[config.mk]
export PLATFORM = sky130hd
export DESIGN_NAME = cmd_scheduler
export DESIGN_NICKNAME = d
export VERILOG_FILES = /design/src/rtl/cmd_scheduler.sv
export SDC_FILE = /design/constraint.sdc
export NUM_CORES = 1
export LEC_CHECK = 0
export CAP_MARGIN = 5
export CORE_MARGIN = 2
export CORE_UTILIZATION = 50
export CTS_CLUSTER_DIAMETER = 200
export CTS_CLUSTER_SIZE = 14
export DETAILED_ROUTE_END_ITERATION = 16
export PLACE_DENSITY = 0.79
export SKIP_LAST_GASP = 1
export SYNTH_ARGS = -nofsm -noshare
export SYNTH_HDL_FRONTEND = slang
export SYNTH_SLANG_ARGS = --single-unit
[constraint.sdc]
create_clock -name clk -period 5.1 [get_ports clk]
set_input_delay 1.02 -clock clk [delete_from_list [all_inputs] [get_ports clk]]
set_output_delay 1.02 -clock clk [all_outputs]
set_load 0.02 [all_outputs]
[src/rtl/cmd_scheduler.sv]
// Command scheduler: pops timed commands from the command FIFO, waits for the
// global time base to reach each command's start time, then dispatches it to
// the addressed controller over a single req/ack bus. One command in flight.
module cmd_scheduler #(
  parameter int ACK_TIMEOUT = 255
) (
  input  logic        clk,
  input  logic        rst,
  input  logic [31:0] global_clock,
  input  logic [79:0] cmd_fifo_data_out,
  input  logic        cmd_fifo_empty,
  output logic        cmd_fifo_rd_en,
  input  logic        flush,
  output logic [7:0]  ctrl_addr,
  output logic [7:0]  ctrl_opcode,
  output logic [31:0] ctrl_data,
  output logic        ctrl_req,
  input  logic        ctrl_ack,
  output logic        busy,
  output logic [15:0] late_count,
  output logic        err_timeout
);

  typedef enum logic [1:0] {
    IDLE      = 2'd0,
    FETCH     = 2'd1,
    WAIT_TIME = 2'd2,
    REQ       = 2'd3
  } state_t;

  // Last ack-counter value before the command is abandoned.
  localparam logic [15:0] ACK_LAST = 16'(ACK_TIMEOUT - 1);

  state_t      state;
  state_t      state_n;
  logic [79:0] hold;
  logic [15:0] ack_cnt;
  logic        first_wait;
  logic [31:0] start_time;
  logic        time_reached;
  logic        is_late;
  logic        ack_expired;

  function automatic logic [15:0] sat_inc16(input logic [15:0] v);
    return (v == 16'hFFFF) ? v : v + 16'd1;
  endfunction

  assign start_time   = hold[63:32];
  assign time_reached = (global_clock >= start_time);
  // start_time of zero means "now" and is never late.
  assign is_late      = first_wait && (start_time != 32'd0) && (global_clock > start_time);
  assign ack_expired  = (ack_cnt == ACK_LAST);
  assign busy         = (state != IDLE);

  // Next-state and FIFO pop strobe; flush/rst override everything.
  always_comb begin
    state_n        = state;
    cmd_fifo_rd_en = 1'b0;
    case (state)
      IDLE: begin
        if (!cmd_fifo_empty) begin
          cmd_fifo_rd_en = 1'b1;
          state_n        = FETCH;
        end
      end
      FETCH:     state_n = WAIT_TIME;
      WAIT_TIME: if (time_reached) state_n = REQ;
      REQ:       if (ctrl_ack || ack_expired) state_n = IDLE;
      default:   state_n = IDLE;
    endcase
    if (flush || rst) begin
      state_n        = IDLE;
      cmd_fifo_rd_en = 1'b0;
    end
  end

  // State, hold register, registered bus outputs and status.
  always_ff @(posedge clk) begin
    if (rst) begin
      state       <= IDLE;
      hold        <= '0;
      ack_cnt     <= '0;
      first_wait  <= 1'b0;
      ctrl_req    <= 1'b0;
      ctrl_addr   <= '0;
      ctrl_opcode <= '0;
      ctrl_data   <= '0;
      late_count  <= '0;
      err_timeout <= 1'b0;
    end else begin
      state      <= state_n;
      ctrl_req   <= (state_n == REQ);
      first_wait <= (state == FETCH) && !flush;
      ack_cnt    <= (state == REQ) ? ack_cnt + 16'd1 : 16'd0;
      // A word arriving during a flush is dropped, not captured.
      if (state == FETCH && !flush) hold <= cmd_fifo_data_out;
      // Bus fields are loaded once on entry to REQ and held stable afterwards.
      if (state == WAIT_TIME && state_n == REQ) begin
        ctrl_addr   <= hold[79:72];
        ctrl_opcode <= hold[71:64];
        ctrl_data   <= hold[31:0];
      end
      if (flush) begin
        late_count  <= '0;
        err_timeout <= 1'b0;
      end else begin
        if (state == WAIT_TIME && is_late) late_count <= sat_inc16(late_count);
        // An ack in the expiry cycle still counts as accepted.
        if (state == REQ && !ctrl_ack && ack_expired) err_timeout <= 1'b1;
      end
    end
  end

endmodule

==> results of run 1 <==
[worst max-delay path by stage]
stage	startpoint	slack, ps	endpoint	cells after the start
4_1_cts	flush	1170	cmd_fifo_rd_en	4
6_report	flush	1180	cmd_fifo_rd_en	4
3_5_place_dp	global_clock[30]	1100	ctrl_addr[5]	9
5_1_grt	flush	1060	cmd_fifo_rd_en	4
3_3_place_gp	global_clock[30]	1180	ctrl_data[16]	9
2_1_floorplan	rst	1990	cmd_fifo_rd_en	4
[power by group]
part	total [mW]	internal [mW]	leakage [nW]	switching [mW]
registers	1.31	1.30	1.33	0.00943
logic	0.209	0.117	1.61	0.0922
clock network	1.23	0.703	0.278	0.527
[metal layers]
metal	vias to the layer above	global-route usage, %	share of wire [%]
met1	2919	29.7	45
li1	3284	-	-
met4	0	8.98	2.1
met5	-	0	0
met3	32	5.06	5.0
met2	166	40.8	48
[layout make-up]
| type | instances | area share, % |
|---|---|---|
| sequential | 165 | 34.8 |
| clock buffer | 19 | 4.77 |
| tap | 180 | 2.37 |
| inverter | 36 | 1.42 |
| multi-input combinational | 631 | 34.9 |
| clock inverter | 12 | 1.25 |
| timing repair buffer | 194 | 20.4 |
[synthesized netlist by cell type, types with 4 or more instances]
cell / count
a21oi_1: 156
and3_1: 5
buf_2: 5
buf_6: 4
clkbuf_1: 37
dfxtp_1: 165
ha_1: 35
inv_1: 36
nand2_1: 282
nand3_1: 13
nand4_1: 15
nor2_1: 28
nor3_1: 4
nor4_1: 11
o211ai_1: 5
o21ai_0: 12
or3_1: 14
or4_1: 4
xor2_1: 11
[sequential cells by signal (all words and copies together), names as in the netlist]
name	flops
ctrl_req	1
state	2
ctrl_opcode	8
first_wait	1
ctrl_addr	8
ctrl_data	32
hold	80
ack_cnt	16
late_count	16
err_timeout	1
[critical path, cell delays in order]
cell             delay (ps)
clkdlybuf4s50_1         520
or2_2                   480
nor3_1                  220
clkdlybuf4s50_1         650
[per-stage QoR]
step           utilization, %  cells  hold slack (ps)  setup WS [ps]  power [mW]
2_1_floorplan               -    881              432           1990        1.43
3_3_place_gp             64.8   1206              436           1180        1.55
3_5_place_dp             64.8   1206              443           1100        1.55
4_1_cts                  68.9   1237              452           1170        2.77
5_1_grt                  68.9   1237              471           1060        2.84
6_report                 68.9   1237              444           1180        2.75
[logic make-up (layout without fill, tap and decap cells)]
family / count (synthesis) / in the layout / share of synthesized area, %
compound gates: 191 / 191 / 15.0
xor+xnor: 13 / 13 / 1.63
fa+ha+maj: 35 / 35 / 6.27
buf+inv: 85 / 261 / 5.25
flops: 165 / 165 / 47.3
mux: 2 / 2 / 0.287
simple gates: 390 / 390 / 24.2
==> impl_results.md, run 1 <==
- Pwr Density: 290 nW/um^2
- CP required: 4080 ps
- Cell area after layout: 9490 sq um
- Setup bufs post-CTS: 0
- Yosys reg bits: 165
- Initial antenna violation count: 0
- Vias: 6,401
- Clock Path Buffers: 2
- Die ar.: 14,900 sq um
- Outcome: completed
- Root Buffer Master: clkbuf_16
- Mapped Area: 6980 sq um
- TritonCTS clock tree: yes
- Hold Vio Cnt, Final: 0
- First-pass GRT wire length: 28.5 mm
- Leading area contributor after synthesis: dfxtp_1
- Mapped Avg Cell Area: 7.92 sq um
- Die Wd: 122 microns
- Largest net degree at the start of global routing: 105
- CP Launch Type: primary input
- Post-DP Area: 8920 sq um
- CP max FO: 17
- Most frequent cells in the layout: 282 x nand2_1, 183 x clkdlybuf4s50_1, 165 x dfxtp_1
- Die height: 122 microns
- Ports: 185
- Area Growth Syn to Fin: 36.0%
- Post-CTS sizing: 0
- Syn Nets: 1,033
- RR Startpoint: hold[63]
- Worst-Margin Slew: 1030 ps
- Hold depth: 2
- RSZ-0062 raised after global routing: false
- Register-to-Register Path Depth: 9
- Avg WL per Cell: 14.4 microns
- Fmax: 0.255 GHz
- Multi-input logic area: 3320 sq um
- Seq/Total Area, Yosys: 47.3%
- CTS buffer count: 17
- Layout cells sized above 1: 5.39%
- Post-synth top flop: dfxtp_1
- Vias in the first global route: 6,141
- HP Start: hold[71]
- Inserted Diodes: 0
- Critical path class: primary input to output pin
- Post-synth EDFFs: 0
- Total wire length: 17.8 mm
- Crit end category: output pin
- Register area: 3300 sq um
- # rows: 43
- Final period utilization: 76.8%
- Max Slew Vio Count: 0
- Reg-to-reg critical path endpoint: ctrl_addr[5]
- VDD IR-drop max: 223 uV
- Post-DRT Antenna Nets: 0
- Setup tns final: 0 ps
- CTS Sinks: 165
- Initial DRC count: 467
- Worst hold endpoint: ctrl_opcode[7]
- Post-CTS Hold Fix Bufs: 0
- Clk_skew: 8.55 ps
- Commonest non-fill, non-tap cell in the layout: nand2_1
- Final Wtd Congestion: 0.822
- Final net count: 1,197
- Core box area: 13,800 sq um
- Fillers: 1,166
- Vias per inst: 5.17
- Synth top area cells: dfxtp_1 47%, nand2_1 15%, a21oi_1 11%
- Static Leakage: 3.22 nW
- CTS clk-pin slew, worst paths: 70 ps
- Max-Slew Margin vs Limit: 31.3%
- Total global routing overflow: 0
- Arrival @ worst endpoint: 2900 ps
- Max H-tree Level: 4
- Post-synth ARST share: 0%
- Worst skew pair latency: 420 ps
- Post-Syn Instances: 881
- Final setup violation count: 0
- Worst min path class: register to register
- Max-cap violations: 0
- I/O Buffers: 184
- Min cycle time layout: 3920 ps
- Yosys cell types: 48
- R2r setup slk: 2130 ps
- # DRC: 0
- Initial Util: 50.7%
- Syn. warnings: 0
- Overall routing resource usage: 24.0%
- Top-area cell type share of the netlist area: 47.3%
- First-pass detailed-route iteration total: 4
- DP HPWL: 12.1 mm
Note: power is estimated with default switching activity, not from simulation.
==> inputs of run 2 (changes only) <==
--- a/config.mk
+++ b/config.mk
@@ -7,11 +7,11 @@
 export LEC_CHECK = 0
 export CAP_MARGIN = 5
 export CORE_MARGIN = 2
-export CORE_UTILIZATION = 50
+export CORE_UTILIZATION = 49
 export CTS_CLUSTER_DIAMETER = 200
 export CTS_CLUSTER_SIZE = 14
 export DETAILED_ROUTE_END_ITERATION = 16
-export PLACE_DENSITY = 0.79
+export PLACE_DENSITY = 0.78
 export SKIP_LAST_GASP = 1
 export SYNTH_ARGS = -nofsm -noshare
 export SYNTH_HDL_FRONTEND = slang
==> constraint.sdc (replaced) <==
create_clock -name clk -period 3.67 [get_ports clk]
set_input_delay 0.734 -clock clk [delete_from_list [all_inputs] [get_ports clk]]
set_output_delay 0.734 -clock clk [all_outputs]
set_load 0.02 [all_outputs]
==> run 2 against run 1 <==
  * Sequential cell count stayed put
  * Critical path depth grew 5
  * Via count grew 1.7%
  * Largest cell class unchanged
  * Register-to-register slack worse by 1300 ps
  * Global-route usage fell by 0.59 points
  * Non-clock buffer count is 1 lower
  * Power rose by 41%
  * Sequential power is 39% higher
  * Highest routed layer unchanged
==> impl_results.md, run 2 (synthesized netlist as in run 1, its figures left out) <==
- Outcome: completed
- Clk_skew: 9.26 ps
- Inserted Diodes: 0
- Worst path slowest cell: o21ai_2
- Worst skew pair latency: 420 ps
- Max-cap violations: 0
- Met2 routed WL: 8.26 mm
- Area Growth Syn to Fin: 36.3%
- Vias: 6,507
- Max H-tree Level: 4
- Critical path class: primary input to register
- Pwr Density: 407 nW/um^2
- Total global routing overflow: 0
- Initial antenna violation count: 0
- Worst path cell trace: clkdlybuf4s50_1 -> ha_1 -> a21oi_1 -> o21ai_1 -> a221o_1 -> a211o_1 -> o21ai_2 -> o21ai_0 -> a21oi_1
- CP max FO: 22
- Die ar.: 15,200 sq um
- First-pass detailed-route iteration total: 7
- Arrival @ worst endpoint: 3560 ps
- Final setup violation count: 0
- CTS buffer count: 17
- Crit end category: register
- Ports: 185
- DP HPWL: 12.2 mm
- Most frequent cells in the layout: 282 x nand2_1, 183 x clkdlybuf4s50_1, 165 x dfxtp_1
- Hold Vio Cnt, Final: 0
- Setup tns final: 0 ps
- # DRC: 0
- Avg WL per Cell: 14.5 microns
- Largest stage delay, worst path: 680 ps
- Met3 WL: 1.17 mm
- Max Slew Vio Count: 0
- I/O Buffers: 184
- Fmax: 0.311 GHz
- CTS clk-pin slew, worst paths: 60 ps
- Biggest register: hold
- # rows: 43
- Static Leakage: 3.23 nW
- Final period utilization: 87.5%
- Post-CTS sizing: 0
- Initial Util: 50.3%
- Final Wtd Congestion: 0.829
- Final net count: 1,196
- Overall routing resource usage: 23.4%
- Vias in the first global route: 5,783
- First-pass GRT wire length: 28.1 mm
- Worst min path class: register to register
- Die height: 123 microns
- Setup bufs post-CTS: 0
- Root Buffer Master: clkbuf_16
- Max reg flops: 80
- Met1 WL: 8.03 mm
- Total wire length: 17.9 mm
- CP Launch Type: primary input
- Die Wd: 123 microns
- RSZ-0062 raised after global routing: false
- Min cycle time layout: 3210 ps
- CTS Sinks: 165
- Post-DRT Antenna Nets: 0
- Initial DRC count: 463
- Core box area: 13,900 sq um
- Final Core Density: 68.5%
- Largest regs: hold (80), ctrl_data (32)
- Largest net degree at the start of global routing: 99
- Vias per inst: 5.27
- Worst-Margin Slew: 986 ps
- TritonCTS clock tree: yes
- Clock Path Buffers: 2
- Most frequent CP cell: a21oi_1
- Highest metal layer with signal wires: met4
- Post-CTS Hold Fix Bufs: 0
- Layout cells sized above 1: 5.21%
- VDD IR-drop max: 318 uV
- CP required: 4020 ps
- Commonest non-fill, non-tap cell in the layout: nand2_1
- Max-Slew Margin vs Limit: 34.3%
run 2: routing by layer:
layer / vias to the layer above / GRT usage [%]
met2: 191 / 36.7
li1: 3279 / -
met3: 40 / 6.13
met5: - / 0
met4: 0 / 9.94
met1: 2997 / 30.4
run 2: layout make-up:
type                            instances  area [sq um]
Multi-Input combinational cell        631          3320
Tap cell                              180           225
Timing Repair Buffer                  193          1940
Clock inverter                         10           123
Sequential cell                       165          3300
Inverter                               36           135
Fill cell                            1143          4370
Clock buffer                           20           467
run 2: final timing paths:
check	depth (start not counted)	slack, ps	startpoint	end
max	9	460	global_clock[23]	late_count[5]
max reg2reg	9	810	hold[55]	late_count[5]
min reg2reg	2	450	hold[28]	ctrl_data[28]
min	2	450	hold[28]	ctrl_data[28]
run 2: through the flow:
stage / total power [mW] / worst slack [ps] / hold slack [ps] / cells / area, sq um
2_1_floorplan: 1.98 / 854 / 432 / 881 / 6980
3_3_place_gp: 2.15 / 178 / 437 / 1205 / 8920
3_5_place_dp: 2.15 / 60.7 / 443 / 1205 / 8920
4_1_cts: 3.91 / 501 / 453 / 1235 / 9510
5_1_grt: 4.02 / 310 / 462 / 1235 / 9510
6_report: 3.88 / 458 / 451 / 1235 / 9510
run 2: report_power, final:
group	switching (mW)	total, mW	internal (mW)
registers	0.0127	1.82	1.81
clock network	0.708	1.76	1.05
logic	0.127	0.290	0.163
run 2: critical path, delay by kind of cell:
kind	cells	cell delay [ps]
AOI/OAI and AO/OA	7	2040
adders and majority gates	1	350
buffers and inverters	1	420
==> inputs of run 3 (changes only) <==
--- a/config.mk
+++ b/config.mk
@@ -7,11 +7,12 @@
 export LEC_CHECK = 0
 export CAP_MARGIN = 5
 export CORE_MARGIN = 2
-export CORE_UTILIZATION = 49
+export CORE_UTILIZATION = 50
 export CTS_CLUSTER_DIAMETER = 200
 export CTS_CLUSTER_SIZE = 14
 export DETAILED_ROUTE_END_ITERATION = 16
-export PLACE_DENSITY = 0.78
+export DONT_BUFFER_PORTS = 1
+export PLACE_DENSITY = 0.62
 export SKIP_LAST_GASP = 1
 export SYNTH_ARGS = -nofsm -noshare
 export SYNTH_HDL_FRONTEND = slang
==> run 3 against run 2 <==
  * Critical path depth down 1
  * Sequential power barely moved
  * Final cell count down 15%
  * Critical path type is now register to register
  * Register-to-register slack got worse by 190 ps
  * Count of clock-buffer cells in the layout grew 1
  * Fmax grew 5.2%
  * First-iteration DRC count is 14% lower
  * Die area decreased by 1.9%
  * Utilization fell by 14 points
  * Clock power is 8% lower
  * Setup slack improved by 160 ps
  * Largest cell class unchanged
  * Sequential cell count did not move
==> impl_results.md, run 3 (synthesized netlist as in run 1, its figures left out) <==
- Max-cap violations: 0
- Worst min path class: primary input to register
- Cell area after layout: 7550 sq um
- Die height: 122 microns
- Post-CTS Hold Fix Bufs: 0
- Total wire length: 16.3 mm
- Post-DRT Antenna Nets: 0
- First-pass detailed-route iteration total: 5
- Max Slew Vio Count: 0
- Switch share: 21.7%
- Inserted Diodes: 0
- CP Launch Type: register
- Clk_skew: 7.26 ps
- Most frequent cells in the layout: 282 x nand2_1, 165 x dfxtp_1, 156 x a21oi_1
- Crit end category: register
- CTS clk-pin slew, worst paths: 60 ps
- Fmax: 0.328 GHz
- Max H-tree Level: 4
- CP required: 4020 ps
- CTS buffer count: 17
- Core box area: 13,800 sq um
- Static Leakage: 2.48 nW
- Critical path class: register to register
- Largest stage delay, worst path: 880 ps
- Final setup violation count: 0
- # rows: 43
- Final net count: 1,009
- Worst path slowest cell: o31a_2
- Root Buffer Master: clkbuf_16
- CP max FO: 48
- Max reg flops: 80
- Post-DP Area: 7020 sq um
- TritonCTS clock tree: yes
- Vias in the first global route: 5,308
- Avg WL per Cell: 15.6 microns
- Overall routing resource usage: 21.7%
- Logic pwr share: 3.7%
- Arrival @ worst endpoint: 3400 ps
- Die ar.: 14,900 sq um
- P_sw: 0.778 mW
- Ports: 185
- Clock share of power: 45.3%
- Layout cells sized above 1: 5.42%
- Biggest register: hold
- CTS Sinks: 165
- Worst skew pair latency: 420 ps
- Initial Util: 50.7%
- Worst-Margin Slew: 1010 ps
- Total global routing overflow: 0
- Hold Vio Cnt, Final: 0
- Pwr Density: 474 nW/um^2
- DP HPWL: 11.3 mm
- Largest regs: hold (80), ctrl_data (32)
- Initial antenna violation count: 0
- Post-CTS sizing: 0
- # DRC: 0
- Outcome: completed
- Initial DRC count: 397
- First-pass GRT wire length: 25.6 mm
- Min cycle time layout: 3050 ps
- Die Wd: 122 microns
- RSZ-0062 raised after global routing: false
- Setup tns final: 0 ps
- Setup bufs post-CTS: 0
- Worst path cell trace: inv_1 -> ha_1 -> nand4_2 -> or4_4 -> nor4_4 -> o31a_2 -> nand2_1 -> a21oi_1
- Final Wtd Congestion: 0.817
- VDD IR-drop max: 290 uV
- Area Growth Syn to Fin: 8.25%
- Largest net degree at the start of global routing: 134
- Vias: 5,734
- Final period utilization: 83.2%
- Clock Path Buffers: 2
- Max-Slew Margin vs Limit: 32.6%
- Commonest non-fill, non-tap cell in the layout: nand2_1
- Internal power: 2.80 mW
- Vias per inst: 5.48
- I/O Buffers: 0
- Sequential fraction of design power: 51.0%
- Fillers: 1,320
-- run 3: metrics by stage --
step | power [mW] | hold slack, ps | cells | utilization [%] | setup slack (ps)
after floorplan | 1.98 | 432 | 881 | - | 854
after global placement | 1.99 | 432 | 1018 | 51.0 | 366
after detailed placement | 2.00 | 437 | 1018 | 51.0 | 293
after CTS | 3.62 | 362 | 1047 | 54.9 | 565
after global routing | 3.72 | 360 | 1047 | 54.9 | 382
final | 3.58 | 385 | 1047 | 54.9 | 618
-- run 3: power by group through the flow --
stage | clock network [mW] | logic [mW] | registers, mW
2_1_floorplan | 0 | 0.123 | 1.86
3_3_place_gp | 0 | 0.126 | 1.86
3_5_place_dp | 0 | 0.133 | 1.86
4_1_cts | 1.66 | 0.133 | 1.83
5_1_grt | 1.74 | 0.153 | 1.83
6_report | 1.62 | 0.132 | 1.83
-- run 3: layout make-up --
class                           count  area (sq um)  share of cell area (%)
Multi-Input combinational cell    631          3320                    43.9
Tap cell                          180           225                    2.98
Clock inverter                      8          80.1                    1.06
Clock buffer                       21           450                    5.96
Sequential cell                   165          3300                    43.7
Inverter                           36           135                    1.79
Timing Repair Buffer                6          45.0                   0.596
-- run 3: final timing paths --
kind,from,end,slack (ps),depth (start not counted)
min reg2reg,hold[16],ctrl_data[16],450,2
min,rst,hold[44],390,1
max,hold[62],ctrl_opcode[7],620,8
max reg2reg,hold[62],ctrl_opcode[7],620,8
-- run 3: routing by layer --
layer,wire [microns],track usage [%],up-vias
li1,-,-,2906
met1,7370,27.0,2653
met2,7670,35.5,156
met4,234,7.54,0
met5,0,0,-
met3,1070,6.84,19
-- run 3: critical path: cells and delay by family, from the launching register on --
family | cells | cell delay (ps)
AO/OA/AOI/OAI | 2 | 1040
adder cells (fa/ha/maj) | 1 | 320
flip-flops | 1 | 360
AND/OR/NAND/NOR | 4 | 1190
buffers and inverters | 1 | 60
==> RTL edit 1: new RTL, config.mk and constraints of run 3 <==
Encoding of `state_t`: now one-hot (4 bits for 4 states).
--- a/src/rtl/cmd_scheduler.sv
+++ b/src/rtl/cmd_scheduler.sv
@@ -23,7 +23,7 @@
 
-  typedef enum logic [1:0] {
-    IDLE      = 2'd0,
-    FETCH     = 2'd1,
-    WAIT_TIME = 2'd2,
-    REQ       = 2'd3
+  typedef enum logic [3:0] {
+    IDLE      = 4'b0001,
+    FETCH     = 4'b0010,
+    WAIT_TIME = 4'b0100,
+    REQ       = 4'b1000
   } state_t;
Behaviour: same outputs for any inputs over 4 cycles, from zero or initial values and one cycle with rst high; so few cycles prove little.
==> RTL edit 1 against run 3 <==
  * Sequential cell count increased by 2
  * Design area up 3.6%
  * Power is 2.7% higher
  * Setup slack better by 0.33 ns
  * Clock power rose by 9.9%
  * Synthesized area increased by 2.2%
  * Die area grew 2.1%
  * Wire length increased by 0.92%
  * Critical endpoint is now late_count[13]
  * Largest power group unchanged
==> RTL edit 1: results (changes against run 3) <==
largest net degree at the start of global routing 132 (-1.5%); CTS max path bufs 2 (unchanged); Post-Syn Instances 847 (-3.9%); initial antenna violation count 0 (unchanged); Distinct cells, synth 48 (unchanged); class of the worst hold path input pin to register; power per standard cell area 470 mW/mm2 (-0.87%); CP Data Arrival Time 3.07 ns (-0.33 ns); Max rail drop VDD 0.367 mV (+27%); CTS root buffer clkbuf_16; Post-Route WL 16.5 mm (+0.92%); layout cells sized above 1 5.23% (-0.19 points); post-CTS setup buffer count 0 (unchanged); CTS Buf Count 17 (unchanged); count of input and output buffers 0 (unchanged); Worst Clk Skew 0.00862 ns (+0.00137 ns); Placed Cells incl. Taps 989 (-2.8%); synth cell count leaders nand2_1, dfxtp_1, a21oi_1, nor2_1, mux2i_1; Net Sw Power 795 uW (+2.3%); status completed; vias in the first global route 5433 (+2.4%); Max stage delay on crit path 0.51 ns (-0.37 ns); Post-Layout Cell Count 1021 (-2.5%); CTS clk-pin slew, worst paths 0.06 ns (about the same); DR iter-0 viols 310 (-22%); YS warnings 0 (unchanged); Via density 5.52 (+0.72%); H-Tree Depth 4 (unchanged); first-pass GRT wire length 26.0 mm (+1.3%); worst-margin pin slew 1.18 ns (+0.173 ns); GRT Overall Usage 21.8% (+0.10 points); post-CTS sizing 0 (unchanged); n_diodes 0 (unchanged); Lkg Pwr 2.95 nW (+19%); Largest regs hold: 80 flops, ctrl_data: 32 flops; Skew-Pair Late Insertion Delay 0.42 ns (about the same); first-pass iteration count of the detailed router 4 (-1); CP max stage cell or4_1; Yosys top cell by area dfxtp_1; ys async rst share 0% (unchanged); Final #Nets 980 (-2.9%); Post-DP HPWL 11.6 mm (+3.1%); Area contributors post-synth dfxtp_1, nand2_1, a21oi_1; Routed Antenna Nets 0 (unchanged); Final Wtd Congestion 0.841 (+2.9%); sequential fraction of the synthesis area 46.9% (-0.46 points); crit-path max FO 23 (-52%)
-- RTL edit 1: cell types whose count changed after synthesis, moves of 4 or more --
| cell | run 3 | this run |
|---|---|---|
| o21ai_1 | 3 | 11 |
| nand2_1 | 282 | 186 |
| nand3_1 | 13 | 17 |
| nand2b_1 | 0 | 4 |
| a21oi_1 | 156 | 111 |
| nor3_1 | 4 | 8 |
| nor2_1 | 28 | 73 |
| mux2i_1 | 2 | 51 |
| buf_2 | 5 | 1 |
-- RTL edit 1: final timing paths --
kind,slack (ns),start,depth (start not counted),endpoint
worst max-delay path,0.95,hold[45],10,late_count[13]
worst min-delay path,0.39,cmd_fifo_empty,1,state[1]
worst max register to register,0.95,hold[45],10,late_count[13]
worst min register to register,0.45,hold[10],2,hold[10]
-- RTL edit 1: final cells by class --
class | instances | area [um2]
flip-flops and latches | 167 | 3340
clock inverters | 11 | 141
well taps | 180 | 225
fillers | 1275 | 6110
repair buffers | 5 | 62.6
clock buffers | 21 | 450
multi-input cells | 600 | 3470
inverters | 37 | 139
-- RTL edit 1: worst max-delay path, delay by kind of cell, from the launching register on --
family	cells	cell delay [ns]
flip-flops	1	0.36
AND/OR/NAND/NOR	2	0.70
buffers and inverters	3	0.43
adder cells (fa/ha/maj)	1	0.31
AO/OA/AOI/OAI	4	0.85
-- RTL edit 1: cells by family (layout without fill, tap and decap cells) --
kind of cell	Yosys count	count (layout)	share of synthesized area, %
AO/OA/AOI/OAI	151	151	11.6
AND/OR/NAND/NOR	350	350	21.9
adder cells (fa/ha/maj)	35	35	6.14
XOR/XNOR	13	13	1.60
multiplexers	51	51	7.16
buffers and inverters	80	74	4.75
flip-flops	167	167	46.9
-- RTL edit 1: metal layers --
metal / GRT usage (%) / up-vias / routed length, um
met5: 0 / - / 0
met4: 8.59 / 0 / 462
met3: 9.59 / 25 / 1400
met2: 35.7 / 153 / 7620
met1: 24.9 / 2613 / 7000
li1: - / 2841 / -
-- RTL edit 1: per-stage QoR --
step	setup WS [ns]	area [um2]	total power, mW
after detailed placement	0.688	7240	1.94
after CTS	0.951	7830	3.72
after global routing	0.738	7830	3.80
after floorplan	0.817	7130	1.94
after global placement	0.728	7240	1.93
final	0.952	7830	3.68
-- RTL edit 1: power by group through the flow --
| stage | registers (mW) | logic, mW | clock network [mW] |
|---|---|---|---|
| after floorplan | 1.86 | 0.0791 | 0 |
| final | 1.82 | 0.0773 | 1.78 |
| after global placement | 1.86 | 0.0724 | 0 |
| after global routing | 1.82 | 0.0897 | 1.89 |
| after detailed placement | 1.86 | 0.0777 | 0 |
| after CTS | 1.82 | 0.0782 | 1.82 |
==> RTL edit 2: new RTL, settings of run 3 <==
Made on the original files. Set the parameter `ACK_TIMEOUT` to 128 (it was 255).
--- a/src/rtl/cmd_scheduler.sv
+++ b/src/rtl/cmd_scheduler.sv
@@ -4,3 +4,3 @@
 module cmd_scheduler #(
-  parameter int ACK_TIMEOUT = 255
+  parameter int ACK_TIMEOUT = 128
 ) (
Function: same outputs for any inputs over 4 cycles, from zero or initial values and one cycle with rst high; that may be too few to reach the edited logic, so the function may still have changed.
==> RTL edit 2 against run 3 <==
  * Wire length up 1.5%
  * Critical endpoint is now ctrl_opcode[0]
  * Power up 2.2%
  * Sequential cell count unchanged
  * Critical path type unchanged
  * Synthesized area up 0.47%
  * Design area up 1.1%
  * Maximum frequency up 6.3%
  * Highest routed layer unchanged
  * Clock skew up 0.0011 ns
  * Setup slack better by 0.18 ns
==> RTL edit 2: results (changes against run 3) <==
status completed; fmax 0.348 GHz (+6.3%); Final Hold Fails 0 (unchanged); first-pass iteration count of the detailed router 5 (unchanged); vias after detailed routing 5773 (+0.68%); GRT Overall Usage 22.1% (+0.39 points); Top FF cell, synth dfxtp_1; Lkg Pwr 2.48 nW (-0.21%); Largest regs hold: 80 flops, ctrl_data: 32 flops; post-CTS sizing 0 (unchanged); Final Wtd Congestion 0.859 (+5.2%); first-pass GRT wire length 26.1 mm (+1.8%); CTS max path bufs 2 (unchanged); Syn Nets 1033 (unchanged); H-Tree Depth 4 (unchanged); initial antenna violation count 0 (unchanged); count of input and output buffers 0 (unchanged); ys async rst share 0% (unchanged); internal reg-to-reg setup slack 0.80 ns (+0.18 ns); layout cells sized above 1 7.49% (+2.1 points); CTS root buffer clkbuf_16; Setup TNS 0 ns (unchanged); slew margin rel. 31.6% (-0.99 points); class of the worst hold path input pin to register; CP Data Arrival Time 3.22 ns (-0.18 ns); CTS clk-pin slew, worst paths 0.06 ns (about the same); vias in the first global route 5335 (+0.51%); Post-DP HPWL 11.5 mm (+2.3%); Worst Clk Skew 0.00833 ns (+0.00107 ns); Post-Route WL 16.6 mm (+1.5%); largest net degree at the start of global routing 133 (-0.75%); post-CTS setup buffer count 0 (unchanged); Area contributors post-synth dfxtp_1, nand2_1, a21oi_1; n_diodes 0 (unchanged); sequential fraction of the synthesis area 47.1% (-0.22 points); Max rail drop VDD 0.400 mV (+38%); pre-CTS setup slack 0.517 ns (+0.224 ns); synth cell count leaders nand2_1, dfxtp_1, a21oi_1, inv_1, clkbuf_1; DR iter-0 viols 404 (+1.8%)
## RTL edit 2: cell types whose count changed after synthesis, sizes merged, moves of 4 or more
cell	delta
inv	+5
nand2	-4
nor3	+7
o21a	+4
o21ai	-4
or3	-9
## RTL edit 2: cell type report
class | instances | area (um2)
well taps | 180 | 225
clock inverters | 6 | 70.1
flip-flops and latches | 165 | 3300
repair buffers | 5 | 50.0
fillers | 1295 | 6130
multi-input cells | 627 | 3330
inverters | 41 | 154
clock buffers | 24 | 502
## RTL edit 2: kinds of logic after synthesis
logic type / share of synthesized area, %
AOI/OAI and AO/OA: 15.8
xor gates and xnor gates: 1.62
adders and majority gates: 6.07
buffers and inverters: 5.46
DFF: 47.1
muxes: 0.286
and+or+nand+nor: 23.6
## RTL edit 2: final timing paths
kind	end	startpoint	cells after the start
worst max register to register	ctrl_opcode[0]	hold[62]	8
worst min-delay path	hold[50]	rst	1
worst min register to register	ctrl_opcode[6]	hold[70]	2
worst max-delay path	ctrl_opcode[0]	hold[62]	8
## RTL edit 2: layer usage
metal,up-vias,track usage [%],part of all wire [%]
met1,2681,26.9,43
met2,166,37.1,48
met3,19,7.85,8.1
met5,-,0,0
li1,2907,-,-
met4,0,5.75,1.2
## RTL edit 2: metrics by stage
stage	std cells	utilization, %	area [um2]	hold WS [ns]
5_1_grt	1048	55.5	7640	0.367
6_report	1048	55.5	7640	0.388
3_3_place_gp	1018	51.3	7070	0.431
2_1_floorplan	882	-	7010	0.430
3_5_place_dp	1018	51.3	7070	0.438
4_1_cts	1048	55.5	7640	0.368
## RTL edit 2: power breakdown
group / internal, mW / switching (mW) / total [mW] / leakage [nW]
registers: 1.81 / 0.0136 / 1.82 / 1.33
clock network: 1.02 / 0.680 / 1.70 / 0.282
logic: 0.0533 / 0.0789 / 0.132 / 0.863
total: 2.89 / 0.773 / 3.66 / 2.48
## RTL edit 2: critical path: stages (launching register included)
cell     delay (ns)
dfxtp_1        0.38
inv_1          0.07
ha_1           0.31
nand4_1        0.18
nor4_1         0.41
o31a_2         0.33
o31a_2         0.80
nand2_1        0.18
a21oi_2        0.14
